<file path="src/rtl/reg_dump_reader_pkg.sv">
// Shared constants and types for the register-file dump engine.
package reg_dump_reader_pkg;

  // First byte of every dump frame; lets the host find frame boundaries.
  localparam logic [7:0] DUMP_SYNC_BYTE = 8'hA5;

  // Dump sequencer states.
  typedef enum logic [2:0] {
    DS_IDLE,
    DS_SYNC,
    DS_LOAD,
    DS_IDX,
    DS_DATA,
    DS_FIN
  } dump_state_t;

endpackage

</file>
<file path="src/rtl/reg_dump_reader.sv">
// Register-file dump engine: walks every register index through the
// combinational read port and serialises the frame
//   SYNC, { idx, data[MSB..LSB] } x NUM_REGS
// onto a valid/ready byte stream that feeds the UART TX path.
module reg_dump_reader
  import reg_dump_reader_pkg::*;
#(
  parameter int         NUM_REGS   = 32,
  parameter int         ADDR_WIDTH = 5,
  parameter int         DATA_WIDTH = 32,
  parameter logic [7:0] SYNC_BYTE  = DUMP_SYNC_BYTE
) (
  input  logic                  clk,
  input  logic                  rst,
  input  logic                  start,
  output logic [ADDR_WIDTH-1:0] rd_addr,
  input  logic [DATA_WIDTH-1:0] rd_data,
  output logic [7:0]            tx_data,
  output logic                  tx_valid,
  input  logic                  tx_ready,
  output logic                  busy,
  output logic                  done
);

  localparam int NBYTES = DATA_WIDTH / 8;
  localparam int BCW    = (NBYTES > 1) ? $clog2(NBYTES) : 1;

  dump_state_t           state_q, state_d;
  logic [ADDR_WIDTH-1:0] idx_q, idx_d;
  logic [BCW-1:0]        byte_cnt_q, byte_cnt_d;
  logic [DATA_WIDTH-1:0] word_q, word_d;

  logic last_byte;
  logic last_reg;

  assign last_byte = (byte_cnt_q == BCW'(NBYTES - 1));
  assign last_reg  = (idx_q == ADDR_WIDTH'(NUM_REGS - 1));

  // The register file is addressed straight from the index counter.
  assign rd_addr = idx_q;

  // Sequencer next-state: snapshot in LOAD, shift the word out MSB first in DATA.
  always_comb begin
    state_d    = state_q;
    idx_d      = idx_q;
    byte_cnt_d = byte_cnt_q;
    word_d     = word_q;
    case (state_q)
      DS_IDLE: begin
        if (start) begin
          state_d = DS_SYNC;
          idx_d   = '0;
        end
      end
      DS_SYNC: begin
        if (tx_ready) state_d = DS_LOAD;
      end
      DS_LOAD: begin
        // The word is frozen here so later writes cannot tear its bytes.
        word_d  = rd_data;
        state_d = DS_IDX;
      end
      DS_IDX: begin
        if (tx_ready) begin
          state_d    = DS_DATA;
          byte_cnt_d = '0;
        end
      end
      DS_DATA: begin
        if (tx_ready) begin
          word_d     = word_q << 8;
          byte_cnt_d = byte_cnt_q + BCW'(1);
          if (last_byte) begin
            if (last_reg) begin
              state_d = DS_FIN;
            end else begin
              idx_d   = idx_q + ADDR_WIDTH'(1);
              state_d = DS_LOAD;
            end
          end
        end
      end
      DS_FIN: begin
        state_d = DS_IDLE;
      end
      default: begin
        state_d = DS_IDLE;
      end
    endcase
  end

  // Stream outputs are a pure function of the state, so data stays stable while stalled.
  always_comb begin
    tx_valid = 1'b0;
    tx_data  = 8'h00;
    case (state_q)
      DS_SYNC: begin
        tx_valid = 1'b1;
        tx_data  = SYNC_BYTE;
      end
      DS_IDX: begin
        tx_valid = 1'b1;
        tx_data  = 8'(idx_q);
      end
      DS_DATA: begin
        tx_valid = 1'b1;
        tx_data  = word_q[DATA_WIDTH-1 -: 8];
      end
      default: begin
        tx_valid = 1'b0;
        tx_data  = 8'h00;
      end
    endcase
    busy = (state_q != DS_IDLE);
    done = (state_q == DS_FIN);
  end

  // State registers; reset abandons any frame in flight.
  always_ff @(posedge clk) begin
    if (rst) begin
      state_q    <= DS_IDLE;
      idx_q      <= '0;
      byte_cnt_q <= '0;
      word_q     <= '0;
    end else begin
      state_q    <= state_d;
      idx_q      <= idx_d;
      byte_cnt_q <= byte_cnt_d;
      word_q     <= word_d;
    end
  end

endmodule

</file>
<file path="config.mk">
export PLATFORM = sky130hd
export DESIGN_NAME = reg_dump_reader
export DESIGN_NICKNAME = d
export VERILOG_FILES = /design/src/rtl/reg_dump_reader_pkg.sv /design/src/rtl/reg_dump_reader.sv
export SDC_FILE = /design/constraint.sdc
export NUM_CORES = 1
export LEC_CHECK = 0
export ABC_AREA = 1
export CAP_MARGIN = 40
export CORE_MARGIN = 10
export CORE_UTILIZATION = 33
export CTS_BUF_LIST = sky130_fd_sc_hd__clkbuf_16
export DETAILED_ROUTE_END_ITERATION = 10
export PLACE_DENSITY_LB_ADDON = 0.08
export SLEW_MARGIN = 20
export SYNTH_ARGS = -nofsm -noshare
export SYNTH_HDL_FRONTEND = slang
export SYNTH_SLANG_ARGS = --single-unit
</file>
<file path="constraint.sdc">
create_clock -name clk -period 2.5 [get_ports clk]
set_input_delay 0.5 -clock clk [delete_from_list [all_inputs] [get_ports clk]]
set_output_delay 0.5 -clock clk [all_outputs]
set_load 0.005 [all_outputs]
</file>
* Word-level counts from Yosys, hierarchy flattened *
Index checks and enable logic that the tools add are counted.

operators by class
  multiplexer cells = 19
  eq/ne operators = 13
  add/sub/neg operators = 2
  reduce and logical (&&, ||, !) cells = 10

operators by type and width
  kind                 number
  $pmux 32 s2          1
  $mux 32              1
  $pmux 8 s3           1
  $mux 5               4
  $mux 3               6
  $pmux 3 s5           1
  $ne 2x2->1 const B   6
  $pmux 5 s2           1
  $reduce_and 5->1     2
  $eq 3x2->1 const B   2
  $eq 3x3->1 const B   2
  $reduce_bool 2->1    3
  $add 5x1->5 const B  1
  $eq 5x5->1 const B   1
  $mux 2               2
  $pmux 2 s2           1
  $eq 3x1->1 const B   1
  $logic_not 3->1      1
  $reduce_and 3->1     1
  $reduce_bool 3->1    1
  $reduce_or 3->1      1
  $add 2x1->2 const B  1
  $eq 2x2->1 const B   1
  $reduce_and 2->1     1
  $mux 1               1

storage, ports and cells
  logic and storage cells = 48
  input port bits = 36
  output and inout port bits = 16
  bits in registers = 42

* Depth between registers and ports, before layout *
Gate-level depths: netlist of run 1.

  depth in word-level cells = 5
  gate-level depth with buffers = 10
  mapped depth without buffers = 10

* Worst setup path before layout of run 1 *
No wires, ideal clock.

  path kind = register -> register
  start point = reg idx_q[0] (netlist: rd_addr[0])
  end point = reg idx_q[0] (netlist: rd_addr[0])
  setup slack = 0.978 ns
  data required time = 2.387 ns
  data arrival time = 1.410 ns
  period minus slack after synthesis = 1.522 ns
  cell stages (with the launch flop) = 11
  path buffers = 0
  cells stage by stage = dfxtp_1 ha_1 nand2_1 nor2_1 ha_1 o21ai_1 nand2_1 nor2_4 nand2_1 nand2_1 nor2_1

on the way
  word-level cells in the longest chain between the ends = 5

RTL lines
  element                 line                    RTL
  start, declared         reg_dump_reader.sv:29   logic [ADDR_WIDTH-1:0] idx_q, idx_d;
  start signal, assigned  reg_dump_reader.sv:127  idx_q <= idx_d;
  $add 5x1->5             reg_dump_reader.sv:77   idx_d = idx_q + ADDR_WIDTH'(1);
  $mux 5                  reg_dump_reader.sv:74   if (last_reg) begin
  $mux 5                  reg_dump_reader.sv:73   if (last_byte) begin
  $mux 5                  reg_dump_reader.sv:70   if (tx_ready) begin
  $pmux 5 s2              reg_dump_reader.sv:48   case (state_q)

Parallel ways exist; a longest one is shown, timed or not. The select of a mux whose other input is x is not followed.
A chain may end at the register's enable or synchronous reset.

* Worst setup path in the final report of run 1 *
  start point = reg state_q[0]
  end point = out tx_data[3]

on the way
  word-level cells in the longest chain between the ends = 2

RTL lines
  element                             line                    RTL
  start, declared                     reg_dump_reader.sv:28   dump_state_t state_q, state_d;
  start signal, assigned              reg_dump_reader.sv:126  state_q <= state_d;
  $eq 3x3->1 (tied with other cells)  reg_dump_reader.sv:96   case (state_q)
  $pmux 8 s3 *                        reg_dump_reader.sv:96
  end, declared                       reg_dump_reader.sv:18   output logic [7:0] tx_data,

Every way passes the cells marked *; elsewhere a longest branch is shown, timed or not.

==> summary by stage, run 1 <==
Status
The run finished with clean final reports.

Final layout
The area added between synthesis and finish is 29.97%. The number of nets in the final layout is 424. Summing all non-filler instances in the final layout gives an area of 2914 µm². The number of antenna diodes in the final layout is 0.

For this run, the share of the core covered by cells in the final layout is 45.12%. In the final layout, the share of cells above drive strength 1 is 10.88%. The layout filler cell count is 698.

Synthesis
During synthesis, Yosys emitted a total of 0 warnings. The adder-cell share of the synthesized area is 1.674%. Summing the areas of all compound-gate instances in the mapped netlist gives 11.10% of the synthesized area.

The synthesized area per cell is 6.673 µm². The netlist uses 28 different library cells. Summing the areas of all xor and xnor instances in the mapped netlist gives 0% of the synthesized area. After synthesis, the share of cell area in mux cells is 0%. The post-synthesis cell area is 2242 µm². By area, the combinational part of the netlist is dominated by simple AND/OR/NAND/NOR gates. The cell count after synthesis came out at 336. Synthesis produced a netlist with a net count of 375. Sequential cells were found to cover 37.50% of the synthesized design area.

The register bit count reported by yosys is 42. The fraction of the mapped netlist area in simple logic gates is 40.74%.

Power and ir drop
The maximum VDD drop is 400.7 µV. For this design the static power due to leakage is 1.323 nW. The ratio of total power to cell area is 1112 nW/µm².

CTS
The number of hold buffers added after CTS is 0. Buffers inserted during clock tree synthesis total 5. The TritonCTS clock tree is done. The worst-case clock buffer depth is 2. The clock-pin slew on the worst setup and hold paths is 0.06 ns. CTS saw 42 sinks.

The depth of the CTS H-tree is 2. The buffer cell driving the clock tree root is sky130_fd_sc_hd__clkbuf_16. The clock latency on the worst-skew pair is 0.28 ns.

Placed design
The cell area after placement is 2753 µm². Detailed placement finished with a half-perimeter wire length of 4048 µm. The routability congestion estimate from global placement is 0.7987. The number of I/O port buffers is 51.

Floorplanning
The count of standard-cell rows is 29. The starting density of the core is 34.72%. The horizontal extent of the die is 102.4 µm.

The die covers 10490 µm². The core region is 6459 µm². The number of placed I/O pins is 52. The die is 102.4 µm tall.

STA
The hold violation count in the final report is 0. The setup-violating endpoint count in the final report is 0. Hold is met by 0.4619 ns. The worst-margin pin slew is 0.3136 ns.

The count of final max-slew check failures is 0. The worst pin sits at a relative slew slack of 79.10%. The highest clock frequency the design can meet is 425.2 MHz. The smallest clock period supported by the final layout is computed as 2.352 ns.

The final sum of negative setup slack is 0 ns. The worst clock skew is 0.004676 ns. Of the available clock period, the critical path in the final layout requires 94.08%. Setup repair after global routing left no endpoint under its margin.

Setup path
For flop-to-flop paths, the worst setup slack is 0.56 ns. The beginning of the worst register-to-register path is state_q[0]$_SDFFE_PP0P_. Following the worst setup path forward leads to its endpoint at tx_data[3]. STA puts the critical path data required time at 2.00 ns. The largest single stage delay on the critical path is 0.53 ns. By startpoint and endpoint, the worst setup path is classified as register to output port. The kind of capture point of the worst setup path is an output port. The nature of the critical path startpoint is a register. Counting cells, the worst reg-to-reg path comes to 9. Traced cell by cell, the critical path runs through nor2_4, nand2_4, inv_4, nand2_1, o21ai_0, clkdlybuf4s50_1. The library cell contributing the largest single delay on the critical path is sky130_fd_sc_hd__clkdlybuf4s50_1. The critical path startpoint is state_q[0]$_SDFFE_PP0P_.

The arrival time reported for the critical path endpoint is 1.85 ns. The worst register-to-register path ends at word_q[27]$_SDFFE_PP0P_. The largest fanout on the critical path is 16.

Routing
The detailed router finished its first iteration with 76 violations. For this run, design rule violations remaining after detail routing come to 0. The average wire length per cell after detail routing is 12.44 µm. The total number of vias is 2138. The detail-routed via count per cell is 4.618. The number of nets with antenna violations after routing is 0.

The number of iterations in the first detailed-routing pass is 4. After detailed routing, the total wire length is 5761 µm.

Global route
The via count of the first global-routing pass is 2146. The first global-routing pass estimated 9549 µm of wire. The aggregate global routing overflow is 0.

The initial antenna violation count came to 0. Across every metal layer, demand over resource in global routing totals 11.23%. The largest net degree at the start of global routing is 33.

Min path
The worst min-delay path category is register to register. The cell count of the worst hold path is 2.

Flow run
The tool flagged a number of max-cap violations equal to 0.
[layout make-up]
class	instances	area [µm²]	area share (%)
clock inverter	3	21.27	0.7299
multi-input combinational	261	1200	41.18
clock buffer	5	125.1	4.294
timing repair buffer	57	555.5	19.06
tap	77	96.34	3.306
inverter	18	75.07	2.576
sequential	42	840.8	28.85
[how the worst min path moves through the flow]
stage	from	end	slack, ns
finish	word_q[0]$_SDFFE_PP0P_	word_q[0]$_SDFFE_PP0P_	0.46
global route	word_q[7]$_SDFFE_PP0P_	word_q[7]$_SDFFE_PP0P_	0.48
CTS	word_q[0]$_SDFFE_PP0P_	word_q[0]$_SDFFE_PP0P_	0.46
detailed placement	word_q[0]$_SDFFE_PP0P_	word_q[0]$_SDFFE_PP0P_	0.45
global placement	word_q[0]$_SDFFE_PP0P_	word_q[0]$_SDFFE_PP0P_	0.45
floorplan	byte_cnt_q[0]$_SDFFE_PP0P_	byte_cnt_q[0]$_SDFFE_PP0P_	0.43
[cell usage after synthesis, drive strengths merged]
library cell	number	area [µm²]
nor2	69	284.0
o211ai	1	7.510
nand3b	3	22.52
nand4	1	6.260
nand3	10	55.05
ha	3	37.54
clkbuf	4	15.01
buf	11	111.4
a21oi	13	91.34
dfxtp	42	840.8
inv	18	75.07
o21ai	30	150.1
nor3	2	10.01
nand2	129	535.5
[worst max-delay path: cells and delay by family, from the launching register on]
kind                   cells  cell delay (ns)
DFF                        1             0.38
AOI/OAI and AO/OA          1             0.07
and+or+nand+nor            3             0.42
buffers and inverters      2             0.69
[cell families (layout without fill, tap and decap cells)]
group,count (synthesis),after routing
and+or+nand+nor,214,214
buffers and inverters,33,83
AOI/OAI and AO/OA,44,44
DFF,42,42
adders and majority gates,3,3
[power breakdown]
| group | total, mW | leakage (nW) | switching, mW | internal, mW |
|---|---|---|---|---|
| clock | 0.642 | 0.0698 | 0.273 | 0.370 |
| combinational | 1.50 | 0.909 | 0.886 | 0.613 |
| sequential | 1.10 | 0.344 | 0.178 | 0.922 |
| total | 3.24 | 1.32 | 1.34 | 1.90 |
[per-layer routing]
metal / global-route usage, % / up-vias / wire [µm]
met5: 0 / - / 0
met4: 3.905 / 0 / 70
met3: 3.374 / 6 / 397
met2: 19.33 / 47 / 2629
met1: 12.89 / 938 / 2663
li1: - / 1147 / -
[cell usage in the layout (no fill, tap or decap), types with 2 or more instances in the layout]
master,instances
sky130_fd_sc_hd__o21ai_1,3
sky130_fd_sc_hd__clkbuf_16,5
sky130_fd_sc_hd__dfxtp_1,42
sky130_fd_sc_hd__nor3_1,2
sky130_fd_sc_hd__inv_1,15
sky130_fd_sc_hd__nor2_4,2
sky130_fd_sc_hd__buf_4,6
sky130_fd_sc_hd__nor2_2,4
sky130_fd_sc_hd__nand2_4,2
sky130_fd_sc_hd__nand2_1,118
sky130_fd_sc_hd__a21oi_2,7
sky130_fd_sc_hd__a21oi_1,6
sky130_fd_sc_hd__nor2_1,63
sky130_fd_sc_hd__nand3_1,9
sky130_fd_sc_hd__ha_1,3
sky130_fd_sc_hd__nand3b_1,3
sky130_fd_sc_hd__o21ai_0,27
sky130_fd_sc_hd__clkdlybuf4s50_1,51
sky130_fd_sc_hd__nand2_2,8
[sequential cells by signal, indices dropped and copies added, names as in the netlist]
signal and cells:
word_q 32, rd_addr 5, state_q 3, byte_cnt_q 2
[metrics by stage]
| step | cells | power, mW | setup slack (ns) |
|---|---|---|---|
| floorplan | 336 | 2.202 | 0.9776 |
| global placement | 453 | 2.604 | 0.4517 |
| detailed placement | 453 | 2.600 | 0.4325 |
| CTS | 461 | 3.253 | 0.1166 |
| global route | 463 | 3.542 | 0.03230 |
| finish | 463 | 3.241 | 0.1481 |
[repair_timing]
item | CTS | global route
hold endpoints to repair | 0 | 0
setup endpoints to repair | 0 | 1
resized for setup | 0 | 0
buffers inserted | 0 | 2
(Power assumes the default switching activity.)
==> run 2, diff against run 1 <==
Settings changed: PLACE_DENSITY_LB_ADDON 0.08 to 0.25.
==> summary by stage, run 2 (synthesized netlist as in run 1, its figures left out) <==
Status
The flow ran to the end, and the final reports show no timing, DRC or antenna violations.

Routing
In the routed design, unresolved DRC markers number 0. The number of nets with antenna violations after routing is 0. After detailed routing, the number of vias per cell comes to 4.639.

The sum of routed wire length over all layers is 5589 µm. The detailed router put a total of 2607 µm of wire on met1. The DRC marker count from the first detailed-route iteration is 157.

Summed over all nets, wire length on met2 after detailed routing comes to 2473 µm. Signal routing reaches up to met4. The total number of vias is 2134. The average wire length per cell after detail routing is 12.15 µm. Before antenna repair, the detailed router went through 4 iterations. Summed over all nets, wire length on met3 after detailed routing comes to 450 µm.

Final layout
The library cell used most frequently in the layout, excluding fill and tap cells, is sky130_fd_sc_hd__nand2_1. The library cells used most frequently in the layout, excluding fill and tap cells, are sky130_fd_sc_hd__nand2_1 (118), sky130_fd_sc_hd__nor2_1 (63), sky130_fd_sc_hd__clkdlybuf4s50_1 (51). The number of antenna diodes in the final layout is 0. The register with the most flip-flops in the layout has 32 of them.

The layout cell share with drive strength beyond 1 is 9.922%. In the final design database the tool counted 422 nets. Compared with the post-synthesis result, the final layout area differs by 29.85%. The register with the most flip-flops is word_q. The layout filler cell count is 706.

CTS
The clock-pin slew on the worst setup and hold paths is 0.06 ns. The number of clock buffers added by TritonCTS is 5. The post-CTS setup buffer count is 0. The clock reaches the later pin of the worst-skew pair after 0.28 ns. The number of gates resized after CTS was 0. The buffer cell driving the clock tree root is sky130_fd_sc_hd__clkbuf_16. TritonCTS built the clock tree.

The worst-case clock buffer depth is 2. The clock net in this run drives a total of 42 sinks. The number of hold buffers added after CTS is 0. CTS built an H-tree with a depth of 2.

Power and ir drop
Power spread over the standard cell area amounts to 1124 nW/µm². For this design the static power due to leakage is 1.321 nW. IR analysis of the VDD net gives a maximum drop of 370.1 µV.

Setup path
The worst setup path is of the register to output port kind. The worst endpoint required time is 2.00 ns. At the worst endpoint, the arrival time is 1.82 ns. The kind of capture point of the worst setup path is an output port. STA classifies the critical path startpoint as a register.

For flop-to-flop paths, the worst setup slack is 0.58 ns. The largest fanout on the critical path is 13.

STA
The time the final worst path needs with I/O delays and setup is 2.325 ns. The max-slew headroom at the worst pin is 79.56%. Of the available clock period, the critical path in the final layout requires 92.99%. After routing, the total negative slack on setup checks comes to 0 ns. The setup-violating endpoint count in the final report is 0.

The count of final max-slew check failures is 0. Across the routed clock network, the largest skew measured is 0.004889 ns. Hold timing on the final database bottoms out at a slack of 0.4601 ns.

The hold violation count in the final report is 0. Setup repair after global routing left no endpoint under its margin. For the pin with the worst max-slew slack, the measured transition is 0.3066 ns. Static timing analysis puts the maximum clock frequency at 430.1 MHz.

Global route
The via count of the first global-routing pass is 1997. The wire length of the first global-routing pass is 9156 µm. The largest net degree at the start of global routing is 33. The aggregate global routing overflow is 0. The combined global-route utilization of all metal layers is 10.61%. The initial antenna violation count was 0.

Placed design
The routability congestion estimate from global placement is 0.8059. The post-detailed-placement half-perimeter wirelength is 4000 µm. In this run the tool buffered the top-level ports with 51 buffer cells.

Floorplanning
The floorplan has 29 rows. The horizontal extent of the die is 102.4 µm. The number of placed I/O pins is 52. The core outline area is 6459 µm².

Measured along the y axis, the die boundary spans 102.4 µm. The starting density of the core is 34.72%. The die area is 10490 µm².

Min path
The worst min-delay path category is register to register.

Flow run
Across the run, the number of max-cap violations was 0.
[run 2: changes by cell type in the layout (fill, tap and decap cells not counted)]
cell / change
sky130_fd_sc_hd__buf_4: -2
sky130_fd_sc_hd__bufinv_16: +1
sky130_fd_sc_hd__clkinv_1: +1
sky130_fd_sc_hd__clkinv_2: -1
sky130_fd_sc_hd__clkinv_4: -1
sky130_fd_sc_hd__clkinvlp_4: -1
[run 2: worst max-delay path, cell delays in order, from the launching register on]
cell                              delay [ns]
sky130_fd_sc_hd__dfxtp_1                0.37
sky130_fd_sc_hd__nor2_4                 0.21
sky130_fd_sc_hd__nand2_4                0.15
sky130_fd_sc_hd__inv_4                  0.13
sky130_fd_sc_hd__nand2_1                0.06
sky130_fd_sc_hd__o21ai_0                0.08
sky130_fd_sc_hd__clkdlybuf4s50_1        0.54
[run 2: layout make-up]
| type | count | area [µm²] | share of cell area [%] |
|---|---|---|---|
| Inverter | 18 | 75.07 | 2.578 |
| Sequential cell | 42 | 840.8 | 28.88 |
| Timing Repair Buffer | 55 | 540.5 | 18.56 |
| Multi-Input combinational cell | 261 | 1200 | 41.21 |
| Clock inverter | 2 | 33.78 | 1.160 |
| Clock buffer | 5 | 125.1 | 4.297 |
| Tap cell | 77 | 96.34 | 3.309 |
[run 2: final timing paths]
| check | from | endpoint | depth (start not counted) |
|---|---|---|---|
| min reg2reg | word_q[1]$_SDFFE_PP0P_ | word_q[1]$_SDFFE_PP0P_ | 2 |
| min | word_q[1]$_SDFFE_PP0P_ | word_q[1]$_SDFFE_PP0P_ | 2 |
| max reg2reg | state_q[1]$_SDFFE_PP0P_ | word_q[26]$_SDFFE_PP0P_ | 9 |
| max | state_q[1]$_SDFFE_PP0P_ | tx_data[3] | 6 |
[run 2: layer usage]
| layer | global-route usage [%] | vias to the layer above |
|---|---|---|
| met2 | 16.98 | 56 |
| met3 | 3.509 | 7 |
| li1 | - | 1141 |
| met4 | 2.928 | 0 |
| met5 | 0 | - |
| met1 | 13.30 | 930 |
[run 2: where the power goes]
| part | total, mW | switching [mW] | internal [mW] |
|---|---|---|---|
| clock network | 0.704 | 0.243 | 0.462 |
| logic | 1.46 | 0.871 | 0.592 |
| registers | 1.10 | 0.182 | 0.923 |
[run 2: per-stage QoR]
step                      power, mW  setup slack (ns)  utilization, %  instance area (µm²)  std cells
final                         3.271            0.1751           45.08                 2912        460
after global routing          3.555           0.05279           45.08                 2912        460
after CTS                     3.309            0.1696           45.08                 2912        460
after detailed placement      2.586            0.4686           42.62                 2753        453
after global placement        2.581            0.5080           42.62                 2753        453
after floorplan               2.202            0.9776               -                 2242        336
==> run 3, diff against run 2 <==
Settings changed: CTS_CLUSTER_SIZE from default to 24.
==> results of run 3 <==
Final layout, timing and power as in run 2 (identical DEF).
